File: src/rtl/bit_serial_pkg.sv
// Shared types and helpers for the bit-serial arithmetic datapath.
//   state_e       : sequencer states (IDLE, SHIFT, DONE)
//   fs_res_t      : one full-subtractor result (difference bit, borrow-out)
//   full_sub()    : 1-bit a - b - bin, reusable by a future add/sub merge
package bit_serial_pkg;

  localparam int unsigned DEFAULT_WIDTH = 8;

  typedef enum logic [1:0] {
    IDLE  = 2'd0,
    SHIFT = 2'd1,
    DONE  = 2'd2
  } state_e;

  typedef struct packed {
    logic d;
    logic bout;
  } fs_res_t;

  // Borrow is produced when a < b, or when a == b and a borrow comes in.
  function automatic fs_res_t full_sub(input logic a, input logic b, input logic bin);
    fs_res_t r;
    r.d    = a ^ b ^ bin;
    r.bout = (~a & b) | (~(a ^ b) & bin);
    return r;
  endfunction

endpackage

File: src/rtl/bit_serial_subtractor_full_subtractor.sv
// Combinational 1-bit full subtractor: {bout_c, d_c} = a_i - b_i - bin_i.
//   a_i, b_i, bin_i : operand bits and borrow-in
//   d_c             : difference bit
//   bout_c          : borrow-out
module full_subtractor
  import bit_serial_pkg::*;
(
  input  logic a_i,
  input  logic b_i,
  input  logic bin_i,
  output logic d_c,
  output logic bout_c
);

  fs_res_t res_c;

  always_comb begin
    res_c  = full_sub(a_i, b_i, bin_i);
    d_c    = res_c.d;
    bout_c = res_c.bout;
  end

endmodule

File: src/rtl/bit_serial_subtractor.sv
// Self-sequenced bit-serial subtractor: diff = a - b - bin (mod 2^WIDTH),
// one bit per clock, LSB first, with a start/busy/done handshake.
//   clk, rst_n : clock, asynchronous active-low reset
//   start      : request, only honoured in IDLE
//   a, b, bin  : minuend, subtrahend, borrow-in; captured on the accepted start
//   busy       : high while an operation is in flight (SHIFT and DONE)
//   done       : one-cycle pulse, diff/bout valid
//   diff, bout : registered result and borrow-out, held until the next completion
module bit_serial_subtractor
  import bit_serial_pkg::*;
#(
  parameter int unsigned WIDTH = DEFAULT_WIDTH
) (
  input  logic             clk,
  input  logic             rst_n,
  input  logic             start,
  input  logic [WIDTH-1:0] a,
  input  logic [WIDTH-1:0] b,
  input  logic             bin,
  output logic             busy,
  output logic             done,
  output logic [WIDTH-1:0] diff,
  output logic             bout
);

  localparam int unsigned CNT_W = (WIDTH > 1) ? $clog2(WIDTH) : 1;
  localparam logic [CNT_W-1:0] LAST_CNT = CNT_W'(WIDTH - 1);

  state_e           state_q, state_d;
  logic [WIDTH-1:0] a_sh_q, a_sh_d;
  logic [WIDTH-1:0] b_sh_q, b_sh_d;
  // Upper WIDTH-1 bits of the result collector; the newest bit enters at the MSB.
  logic [WIDTH-2:0] d_sh_q, d_sh_d;
  logic             brw_q, brw_d;
  logic [CNT_W-1:0] cnt_q, cnt_d;
  logic [WIDTH-1:0] diff_q, diff_d;
  logic             bout_q, bout_d;
  logic             busy_q, busy_d;
  logic             done_q, done_d;

  logic             d_c;
  logic             brw_nxt_c;
  logic [WIDTH-1:0] d_cat_c;

  // Current bit slice of the subtraction.
  full_subtractor u_fs (
    .a_i   (a_sh_q[0]),
    .b_i   (b_sh_q[0]),
    .bin_i (brw_q),
    .d_c   (d_c),
    .bout_c(brw_nxt_c)
  );

  // Collector contents after this edge's bit is shifted in.
  assign d_cat_c = {d_c, d_sh_q};

  // Next-state and datapath control.
  always_comb begin
    state_d = state_q;
    a_sh_d  = a_sh_q;
    b_sh_d  = b_sh_q;
    d_sh_d  = d_sh_q;
    brw_d   = brw_q;
    cnt_d   = cnt_q;
    diff_d  = diff_q;
    bout_d  = bout_q;

    unique case (state_q)
      IDLE: begin
        if (start) begin
          a_sh_d  = a;
          b_sh_d  = b;
          brw_d   = bin;
          cnt_d   = '0;
          state_d = SHIFT;
        end
      end

      SHIFT: begin
        a_sh_d = a_sh_q >> 1;
        b_sh_d = b_sh_q >> 1;
        brw_d  = brw_nxt_c;
        d_sh_d = d_cat_c[WIDTH-1:1];
        cnt_d  = cnt_q + 1'b1;
        if (cnt_q == LAST_CNT) begin
          // Results only move on completion, so nothing partial is ever visible.
          diff_d  = d_cat_c;
          bout_d  = brw_nxt_c;
          state_d = DONE;
        end
      end

      DONE: begin
        state_d = IDLE;
      end

      default: begin
        state_d = IDLE;
      end
    endcase

    // Handshake outputs are registered copies of the state being entered.
    busy_d = (state_d != IDLE);
    done_d = (state_d == DONE);
  end

  // State and datapath registers.
  always_ff @(posedge clk or negedge rst_n) begin
    if (!rst_n) begin
      state_q <= IDLE;
      a_sh_q  <= '0;
      b_sh_q  <= '0;
      d_sh_q  <= '0;
      brw_q   <= 1'b0;
      cnt_q   <= '0;
      diff_q  <= '0;
      bout_q  <= 1'b0;
      busy_q  <= 1'b0;
      done_q  <= 1'b0;
    end else begin
      state_q <= state_d;
      a_sh_q  <= a_sh_d;
      b_sh_q  <= b_sh_d;
      d_sh_q  <= d_sh_d;
      brw_q   <= brw_d;
      cnt_q   <= cnt_d;
      diff_q  <= diff_d;
      bout_q  <= bout_d;
      busy_q  <= busy_d;
      done_q  <= done_d;
    end
  end

  assign busy = busy_q;
  assign done = done_q;
  assign diff = diff_q;
  assign bout = bout_q;

endmodule

File: config.mk
export PLATFORM = sky130hd
export DESIGN_NAME = bit_serial_subtractor
export DESIGN_NICKNAME = d
export VERILOG_FILES = /design/src/rtl/bit_serial_pkg.sv /design/src/rtl/bit_serial_subtractor_full_subtractor.sv /design/src/rtl/bit_serial_subtractor.sv
export SDC_FILE = /design/constraint.sdc
export NUM_CORES = 1
export LEC_CHECK = 0
export CAP_MARGIN = 10
export CORE_MARGIN = 4
export CORE_UTILIZATION = 55
export DETAILED_ROUTE_END_ITERATION = 12
export MAX_ROUTING_LAYER = met4
export PLACE_DENSITY = 0.83
export SLEW_MARGIN = 20
export SYNTH_ARGS = -nofsm -noshare
export SYNTH_HDL_FRONTEND = slang
export SYNTH_SLANG_ARGS = --single-unit
File: constraint.sdc
create_clock -name clk -period 3.64 [get_ports clk]
set_input_delay 0.728 -clock clk [delete_from_list [all_inputs] [get_ports clk]]
set_output_delay 0.728 -clock clk [all_outputs]
set_load 0.02 [all_outputs]
---- Word-level counts from Yosys, hierarchy flattened ----
Index checks and enable logic that the tools add are counted.
storage, ports and cells
  bits of input ports ..................... 20
  output and inout port bits .............. 11
  flip-flop bits (word level) ............. 40
  word-level logic and storage cells ...... 38
operators by class
  bitwise logic cells ..................... 7
  mux-type cells .......................... 11
  equal/unequal tests ..................... 4
  reductions and logical operators ........ 5
  add/sub/neg operators ................... 1
operators with widths
  cell                                            count
  case mux 8 bit (2 select lines)                 2
  2-to-1 mux 8 bit                                2
  case mux 3 bit (2 select lines)                 1
  2-to-1 mux 2 bit                                2
  case mux 2 bit (2 select lines)                 1
  AND reduction 2 bit                             2
  nonzero test 2 bit                              2
  adder 3 x 1 -> 3 bit (second input constant)    1
  == test 3 bit (second input constant)           1
  2-to-1 mux 3 bit                                1
  AND 1 bit                                       2
  == test 2 x 1 -> 1 bit (second input constant)  1
  == test 2 bit (second input constant)           1
  logical NOT 2 bit                               1
  inequality test 2 bit (second input constant)   1
  inverter 1 bit                                  2
  case mux 1 bit (2 select lines)                 1
  XOR 1 bit                                       2
  2-to-1 mux 1 bit                                1
  bitwise OR 1 bit                                1

---- Longest topological paths before layout ----
Gate-level depths: netlist of run 1.
  depth in word-level cells ............... 5
  mapped depth ............................ 5

---- Cells and area by module ----
From an unflattened synthesis of run 1, not the netlist that was laid out.
second synthesis, totals
  cells, all modules ...................... 156
  area, all modules ....................... 1769.2 um^2
by module, submodules not included
  module                 sequential area each (um^2)  area each (um^2)  instances  cells an instance
  bit_serial_subtractor  1001.0                       1737.9            1          152
  full_subtractor        0.0                          31.3              1          4

---- Worst setup path before layout of run 1 ----
No wires, ideal clock.
  path type ............................... flip-flop to flip-flop
  start point ............................. register cnt_q[0]
  end point ............................... register bout_q, in the netlist bout
  cell stages (with the launch flop) ...... 6
  data arrival time ....................... 1.379 ns
  slack ................................... 2.136 ns
  cells stage by stage .................... dfrtp_1 > ha_1 > ha_1 > nand3b_1 > buf_2 > mux2_2
between the ends
  cells in the longest elaborated chain, start to end .. 2
ends and longest elaborated chain
  what                                  RTL line                      RTL
  from (decl)                           bit_serial_subtractor.sv:35   logic [CNT_W-1:0] cnt_q, cnt_d;
  from (signal assigned)                bit_serial_subtractor.sv:126  cnt_q <= cnt_d;
  == test 3 bit                         bit_serial_subtractor.sv:85   if (cnt_q == LAST_CNT) begin
  AND reduction 2 bit (no source line)  -
  to (signal assigned)                  bit_serial_subtractor.sv:128  bout_q <= bout_d;
  to (decl)                             bit_serial_subtractor.sv:37   logic bout_q, bout_d;
No other way between the ends.
A chain may end at the register's enable or synchronous reset.

---- Final worst setup path of run 1 ----
  start point ............................. input port start
  end point ............................... register a_sh_q[4]
between the ends
  cells in the longest elaborated chain, start to end .. 2
ends and longest elaborated chain
  what                                    RTL line                      RTL
  from (decl)                             bit_serial_subtractor.sv:16   input logic start,
  inequality test 2 bit (no source line)  -
  AND reduction 2 bit (no source line)    -
  to (signal assigned)                    bit_serial_subtractor.sv:122  a_sh_q <= a_sh_d;
  to (decl)                               bit_serial_subtractor.sv:30   logic [WIDTH-1:0] a_sh_q, a_sh_d;
No other way between the ends.

==> results of run 1 <==
where the power goes:
part           internal [mW]  leakage [nW]  switching [mW]  total, mW
logic                  0.377         0.454           0.342      0.719
clock network          0.110        0.0374           0.133      0.243
registers              0.652         0.475           0.114      0.767
worst min path at each step:
| stage | from | end | slack, ps | cells past startpoint |
|---|---|---|---|---|
| after floorplan | rst_n | a_sh_q[0] | 430 | 0 |
| after global placement | b_sh_q[7] | b_sh_q[7] | 480 | 2 |
| after detailed placement | cnt_q[1] | cnt_q[1] | 490 | 1 |
| after CTS | rst_n | a_sh_q[4] | 500 | 1 |
| after global routing | rst_n | a_sh_q[4] | 530 | 1 |
| final | rst_n | a_sh_q[4] | 480 | 1 |
sequential cells by signal, indices dropped and copies added, names as in the netlist:
name	flops
a_sh_q	8
b_sh_q	8
bout	1
brw_q	1
busy	1
cnt_q	3
d_sh_q	7
diff	8
done	1
state_q	2
through the flow:
stage	util	total power [mW]	std cells	instance area, um^2
finish	0.681	1.73	208	2060
global route	0.681	1.86	208	2060
CTS	0.681	1.75	208	2060
detailed placement	0.660	1.50	201	2000
global placement	0.660	1.45	201	2000
floorplan	-	1.31	137	1740
worst reg2reg max path, delay by kind of cell, from the launching register on:
kind	cells	cell delay, ps
muxes	1	410
DFF	1	830
and+or+nand+nor	1	540
cell usage in the layout (no fill, tap or decap):
cell	n
a22o_1	2
mux2_2	15
dfrtp_1	40
clkdlybuf4s50_1	29
o21bai_2	1
nor2b_4	1
o21ba_2	1
o311ai_0	2
nor2b_1	2
clkbuf_8	2
mux2i_1	2
nand2_1	2
ha_1	2
a222oi_1	15
inv_1	23
clkbuf_4	5
fa_1	1
buf_2	1
nand3b_1	1
nand4bb_1	2
nor2_1	15
area by class of cell:
type / instances / area [um^2]
Clock buffer: 7 / 65.1
Fill cell: 243 / 965
Inverter: 23 / 86.3
Multi-Input combinational cell: 64 / 561
Sequential cell: 40 / 1000
Tap cell: 44 / 55.1
Timing Repair Buffer: 30 / 295
routing by layer:
layer	wire length, um	global-route usage
met5	0	-
met1	1370	0.233
met2	1680	0.294
met4	76	0.0712
met3	227	0.0773
kinds of logic after synthesis:
group	synth area share
AOI/OAI and AO/OA	0.119
adders and majority gates	0.0260
buffers and inverters	0.100
DFF	0.577
muxes	0.109
and+or+nand+nor	0.0692
==> impl_metrics.yaml, run 1 <==
run_status:
  status: "finished, final reports clean"
critical_path:
  path_buf_inv: 1
  cp.arrival_ps: 2400
  cp_num_cells: 3
  critPathCapture: "a_sh_q[4]"
  reg2reg_depth: 2
  r2r_slack_ps: 1760
  r2r-start: "state_q[1]"
  crit_path_cell_trace: "clkdlybuf4s50_1 -> nor2b_1 -> a222oi_1"
  cp_data_required_time_ps: 3790
  crit_family: "simple AND/OR/NAND/NOR gates"
  critPathSlowestCell: "nor2b_1"
  max_stage_delay_ps: 850
  critical_path.max_fanout: 16
  startpoint: "start"
  crit_path_end_kind: "flop"
  crit_type: "primary input to flop"
  rr_endpoint: "diff[5]"
  start_kind: "primary input"
timing:
  slew_violations: 0
  finalSetupTns_ps: 0
  fin_ws_ps: 1400
  period_minus_slack_ps: 2240
  skew_ps: 7.42
  tightest_slew_ps: 1040
  finalSetupViolCount: 0
  maxSlewHeadroom: 0.304
  rsz0062_at_grt: "no"
  finalHoldViolCount: 0
  post-route-period-util: 0.617
  fmax_ghz: 0.446
  holdWs_ps: 483
yosys:
  synth-edff-count: 0
  ys_top_cells_by_area: "dfrtp_1, mux2_2, a222oi_1"
  synth_most_common_cell: "dfrtp_1"
  synth_top_area_frac: 0.577
  yosys_warnings: 0
  syn_inst: 137
  ys_ff_latch: 40
  netlist_area_um2: 1740
  synth_ff_type: "dfrtp_1"
  yosys-top-cells-count: "dfrtp_1, inv_1, a222oi_1, mux2_2, nor2_1"
  synth_nets: 160
  ys_types: 21
  synth-async-reset-ratio: 1.00
  yosys.area.top_type: "dfrtp_1"
  ys_seq_area_frac: 0.577
  syn_avg_cell_area_um2: 12.7
global_routing:
  grt_max_degree: 41
  grt_pass1_vias: 1232
  grt_pass1_wl_um: 5890
  track_usage: 0.193
  grt_overflow: 0
  antenna_found_initial: 0
detailed_routing:
  firstDrtPassIters: 8
  drc_errors: 0
  avgRoutedWirePerCell_um: 16.1
  routed_wirelength_um: 3360
  dr.first_iter.drc_count: 254
  vias: 1180
  via_per_inst: 5.67
  ant_nets: 0
die:
  chipWidth_um: 64.2
  start_util: 0.573
  die_area_um2: 4120
  core-area_um2: 3030
  ios: 31
  die_h_um: 64.2
  rows: 20
layout:
  num-nets-final: 187
  area_growth_pct: 18.9
  antenna_cells: 0
  drive_gt1_frac: 0.159
clock_network:
  cts_tree: "built"
  postCtsSetupBuffers: 0
  cts_made_buffers: 5
  clock_sinks: 40
  clk_pin_slew_ps: 100
  clock_tree.root_cell: "clkbuf_4"
  ctsHoldBuffers: 0
  cts_max_path_buffers: 2
  htreeDepth: 2
  cts_resized: 0
  insertion_delay_ps: 340
placement:
  pre_cts_ws_ps: 1080
  globalplace.congestion: 0.769
  portBuffers: 30
  hpwlAfterDp_um: 2240
run:
  maxCapViolations: 0
power_and_ir_drop:
  power.leakage_nw: 0.967
  powerDensity_nw_per_um2: 838
  ir_worst_vdd_uv: 538
worst_hold_path:
  hold_path.class: "primary input to asynchronous set/reset pin"
Power figures use the tool's default switching activity.
==> inputs of run 2 (changes only) <==
--- a/config.mk
+++ b/config.mk
@@ -7,10 +7,10 @@
 export LEC_CHECK = 0
 export CAP_MARGIN = 10
 export CORE_MARGIN = 4
-export CORE_UTILIZATION = 55
+export CORE_UTILIZATION = 51
 export DETAILED_ROUTE_END_ITERATION = 12
 export MAX_ROUTING_LAYER = met4
-export PLACE_DENSITY = 0.83
+export PLACE_DENSITY = 0.78
 export SLEW_MARGIN = 20
 export SYNTH_ARGS = -nofsm -noshare
 export SYNTH_HDL_FRONTEND = slang
==> constraint.sdc (replaced) <==
create_clock -name clk -period 2.2 [get_ports clk]
set_input_delay 0.44 -clock clk [delete_from_list [all_inputs] [get_ports clk]]
set_output_delay 0.44 -clock clk [all_outputs]
set_load 0.02 [all_outputs]
==> run 2 against run 1 <==
Effect of this change:
- die area rose by 6.9%
- clock power rose by 63%
- wire length fell by 5.3%
- largest cell class unchanged
- cell area rose by 0.79%
- via count barely moved
- largest power group unchanged
- register-to-register slack got worse by 1300 ps
- clock skew rose by 11 ps
- combinational power rose by 68%
- sequential power rose by 63%
==> impl_metrics.yaml, run 2 (same netlist as run 1, synthesis figures left out) <==
run_status:
  status: "finished, final reports clean"
critical_path:
  critical_path.max_fanout: 16
  max_stage_delay_ps: 850
  crit_path_end_kind: "flop"
  startpoint: "start"
  r2r_slack_ps: 460
  cp.arrival_ps: 2120
  reg2reg_depth: 2
  rr_endpoint: "a_sh_q[1]"
  crit_type: "primary input to flop"
  critPathCapture: "a_sh_q[1]"
  cp_num_cells: 3
  r2r-start: "state_q[0]"
  path_buf_inv: 1
  crit_family: "simple AND/OR/NAND/NOR gates"
  cp_data_required_time_ps: 2370
  start_kind: "primary input"
  critPathSlowestCell: "nor2b_1"
  crit_path_cell_trace: "clkdlybuf4s50_1 -> nor2b_1 -> a222oi_1"
global_routing:
  grt_max_degree: 41
  grt_overflow: 0
  grt_pass1_vias: 1188
  grt_pass1_wl_um: 5460
  antenna_found_initial: 0
  track_usage: 0.174
die:
  core-area_um2: 3150
  start_util: 0.550
  die_h_um: 66.3
  chipWidth_um: 66.3
  die_area_um2: 4400
  ios: 31
  rows: 20
layout:
  multi_input_area_um2: 561
  stdcell_count: 211
  antenna_cells: 0
  layout_common_cells: "dfrtp_1, clkdlybuf4s50_1, inv_1"
  final_common_cell: "dfrtp_1"
  register_area_um2: 1000
  n_fill_cell: 264
  drive_gt1_frac: 0.174
  num-nets-final: 189
  area_growth_pct: 19.8
  fin_util: 0.660
timing:
  rsz0062_at_grt: "no"
  finalHoldViolCount: 0
  fmax_ghz: 0.515
  maxSlewHeadroom: 0.304
  period_minus_slack_ps: 1940
  fin_ws_ps: 257
  slew_violations: 0
  finalSetupViolCount: 0
  post-route-period-util: 0.883
  tightest_slew_ps: 1040
  skew_ps: 18.6
  holdWs_ps: 173
clock_network:
  clock_sinks: 40
  insertion_delay_ps: 350
  ctsHoldBuffers: 0
  cts_tree: "built"
  htreeDepth: 2
  clk_pin_slew_ps: 130
  cts_max_path_buffers: 2
  cts_made_buffers: 5
  cts_resized: 0
  clock_tree.root_cell: "clkbuf_4"
  postCtsSetupBuffers: 0
detailed_routing:
  via_per_inst: 5.59
  wl_met2_um: 1610
  avgRoutedWirePerCell_um: 15.1
  routed.top_layer: "met4"
  drc_errors: 0
  firstDrtPassIters: 8
  routed_wirelength_um: 3180
  ant_nets: 0
  dr.first_iter.drc_count: 162
  wl_met1_um: 1310
  vias: 1179
  dr_wl_met3_um: 192
run:
  maxCapViolations: 0
power_and_ir_drop:
  p_clk_frac: 0.139
  pwr-share-seq: 0.438
  powerDensity_nw_per_um2: 1370
  p_int_mw: 1.87
  p_sw_mw: 0.982
  swShare: 0.344
  pwr-share-comb: 0.423
  p_total_mw: 2.85
  power.leakage_nw: 0.971
  ir_worst_vdd_uv: 734
placement:
  globalplace.congestion: 0.755
  portBuffers: 30
  hpwlAfterDp_um: 2180
  dp_cells: 203
  pre_cts_ws_ps: -64.0
worst_hold_path:
  hold_path.class: "primary input to asynchronous set/reset pin"
-- run 2: how the worst min path moves through the flow --
stage / cells after the start / slack [ps] / to / startpoint
after floorplan: 0 / 140 / a_sh_q[0] / rst_n
after global placement: 2 / 480 / a_sh_q[7] / a_sh_q[7]
after detailed placement: 1 / 500 / diff[0] / diff[0]
after CTS: 1 / 200 / a_sh_q[4] / rst_n
after global routing: 1 / 230 / a_sh_q[4] / rst_n
final: 1 / 170 / a_sh_q[4] / rst_n
-- run 2: metal layers --
layer | vias up | GRT usage
met1 | 589 | 0.204
li1 | 537 | -
met2 | 47 | 0.271
met3 | 6 | 0.0595
met5 | - | -
met4 | 0 | 0.0761
-- run 2: power by group through the flow --
stage / clock [mW] / combinational, mW / sequential (mW)
finish: 0.395 / 1.21 / 1.25
global route: 0.448 / 1.33 / 1.30
CTS: 0.411 / 1.22 / 1.26
detailed placement: 0 / 1.21 / 1.27
global placement: 0 / 1.16 / 1.25
floorplan: 0 / 0.840 / 1.33
-- run 2: stage by stage --
step,TNS (ps),area [um^2]
floorplan,0,1740
global placement,0,2010
detailed placement,-204,2010
CTS,0,2080
global route,0,2080
finish,0,2080
-- run 2: worst reg2reg max path: stages, from the launching register on --
cell and delay, ps:
dfrtp_1 480, nor2b_1 840, a222oi_1 250
-- run 2: area by class of cell --
class	count	share of cell area
timing repair buffer	32	0.149
inverter	23	0.0415
clock buffer	6	0.0247
sequential	40	0.481
multi-input combinational	64	0.270
clock inverter	2	0.00722
tap	44	0.0265
==> inputs of run 3 (changes only) <==
--- a/config.mk
+++ b/config.mk
@@ -6,11 +6,13 @@
 export NUM_CORES = 1
 export LEC_CHECK = 0
 export CAP_MARGIN = 10
+export CORE_ASPECT_RATIO = 0.7
 export CORE_MARGIN = 4
 export CORE_UTILIZATION = 51
 export DETAILED_ROUTE_END_ITERATION = 12
 export MAX_ROUTING_LAYER = met4
-export PLACE_DENSITY = 0.78
+export PLACE_DENSITY = 0.84
+export SETUP_SLACK_MARGIN = 0.1
 export SLEW_MARGIN = 20
 export SYNTH_ARGS = -nofsm -noshare
 export SYNTH_HDL_FRONTEND = slang
==> run 3 against run 2 <==
Effect of this change:
- sequential power hardly changed
- clock power is 22% higher
- final cell count is 1.9% higher
- clock skew is 16 ps lower
- power is 3.5% higher
- die area is 0.33% higher
- first-iteration DRC count is 27% lower
- non-clock buffer count is 1 higher
- global-route usage is 1.2 points lower
- via count is 4.8% lower
- sequential cell count stayed put
- wire length is 2.5% lower
- critical path type unchanged
==> impl_metrics.yaml, run 3 (same netlist as run 1, synthesis figures left out) <==
layout:
  antenna_cells: 0
  layout_common_cells: "dfrtp_1, clkdlybuf4s50_1, inv_1"
  num-nets-final: 190
  n_fill_cell: 253
  drive_gt1_frac: 0.179
  final_common_cell: "dfrtp_1"
  area_growth_pct: 22.0
power_and_ir_drop:
  p_total_mw: 2.95
  pwr-share-comb: 0.408
  p_sw_mw: 0.984
  power.leakage_nw: 0.996
  powerDensity_nw_per_um2: 1390
  p_clk_frac: 0.163
  p_int_mw: 1.97
  swShare: 0.333
  ir_worst_vdd_uv: 768
  pwr-share-seq: 0.429
global_routing:
  grt_pass1_vias: 1226
  grt_overflow: 0
  grt_max_degree: 41
  grt_pass1_wl_um: 5500
  antenna_found_initial: 0
  track_usage: 0.162
detailed_routing:
  routed.top_layer: "met4"
  avgRoutedWirePerCell_um: 14.4
  wl_met1_um: 1510
  drc_errors: 0
  ant_nets: 0
  dr.first_iter.drc_count: 119
  dr_wl_met3_um: 148
  via_per_inst: 5.22
  firstDrtPassIters: 5
  vias: 1122
  wl_met2_um: 1420
  routed_wirelength_um: 3100
timing:
  rsz0062_at_grt: "no"
  finalSetupViolCount: 0
  slew_violations: 0
  fmax_ghz: 0.543
  tightest_slew_ps: 1010
  finalSetupTns_ps: 0
  skew_ps: 2.42
  period_minus_slack_ps: 1840
  finalHoldViolCount: 0
  post-route-period-util: 0.837
  maxSlewHeadroom: 0.327
clock_network:
  cts_made_buffers: 5
  cts_max_path_buffers: 2
  clk_pin_slew_ps: 70
  postCtsSetupBuffers: 0
  ctsHoldBuffers: 0
  cts_resized: 0
  clock_sinks: 40
  htreeDepth: 2
  cts_tree: "built"
  insertion_delay_ps: 280
  clock_tree.root_cell: "clkbuf_8"
placement:
  hpwlAfterDp_um: 2140
  portBuffers: 30
  globalplace.congestion: 0.833
die:
  rows: 17
  ios: 31
  die_h_um: 56.8
  start_util: 0.540
  chipWidth_um: 77.7
  core-area_um2: 3210
  die_area_um2: 4410
critical_path:
  cp_data_required_time_ps: 2300
  critPathSlowestCell: "nor2b_1"
  crit_path_cell_trace: "clkdlybuf4s50_1 -> nor2b_1 -> a222oi_1"
  crit_path_end_kind: "flop"
  cp.arrival_ps: 1940
  start_kind: "primary input"
  crit_type: "primary input to flop"
  critical_path.max_fanout: 16
  max_stage_delay_ps: 800
  r2r_slack_ps: 500
run:
  maxCapViolations: 0
worst_hold_path:
  hold_path.class: "primary input to asynchronous set/reset pin"
run_status:
  status: "finished, final reports clean"
[run 3: power by group through the flow]
stage          clock network, mW  logic [mW]  registers [mW]
6_report                   0.481        1.20            1.27
5_1_grt                    0.532        1.32            1.32
4_1_cts                    0.498        1.21            1.27
3_5_place_dp                   0        1.21            1.28
3_3_place_gp                   0        1.16            1.26
2_1_floorplan                  0       0.840            1.33
[run 3: critical path, delay by kind of cell]
kind	cells	cell delay, ps
AND/OR/NAND/NOR	1	800
AO/OA/AOI/OAI	1	210
buffers and inverters	1	480
[run 3: path summary, 6_finish.rpt]
kind | from | endpoint | depth (start not counted)
setup reg to reg | cnt_q[0] | diff[2] | 4
max in group asynchronous | rst_n | diff[4] | 1
setup / recovery | start | a_sh_q[0] | 3
hold reg to reg | diff[3] | diff[3] | 1
min in group clk | diff[3] | diff[3] | 1
hold / removal | rst_n | diff[5] | 1
[run 3: stage by stage]
stage | util | setup slack [ps] | cell area, um^2 | std cells | hold slack (ps)
after global placement | 0.630 | 153 | 2020 | 207 | 487
after detailed placement | 0.630 | 64.5 | 2020 | 207 | 486
after CTS | 0.659 | 375 | 2120 | 215 | 297
after floorplan | - | 696 | 1740 | 137 | 144
final | 0.659 | 359 | 2120 | 215 | 269
after global routing | 0.659 | 208 | 2120 | 215 | 342
[run 3: area by class of cell]
cell class / instances / area [um^2] / area share
Multi-Input combinational cell: 64 / 561 / 0.265
Tap cell: 47 / 58.8 / 0.0278
Inverter: 23 / 86.3 / 0.0408
Clock buffer: 6 / 82.6 / 0.0390
Sequential cell: 40 / 1000 / 0.473
Clock inverter: 2 / 10.0 / 0.00473
Timing Repair Buffer: 33 / 318 / 0.150
[run 3: metal layers]
layer,track usage,vias to the layer above
li1,-,536
met1,0.208,557
met2,0.249,27
met3,0.0433,2
met4,0.0533,0
met5,-,-
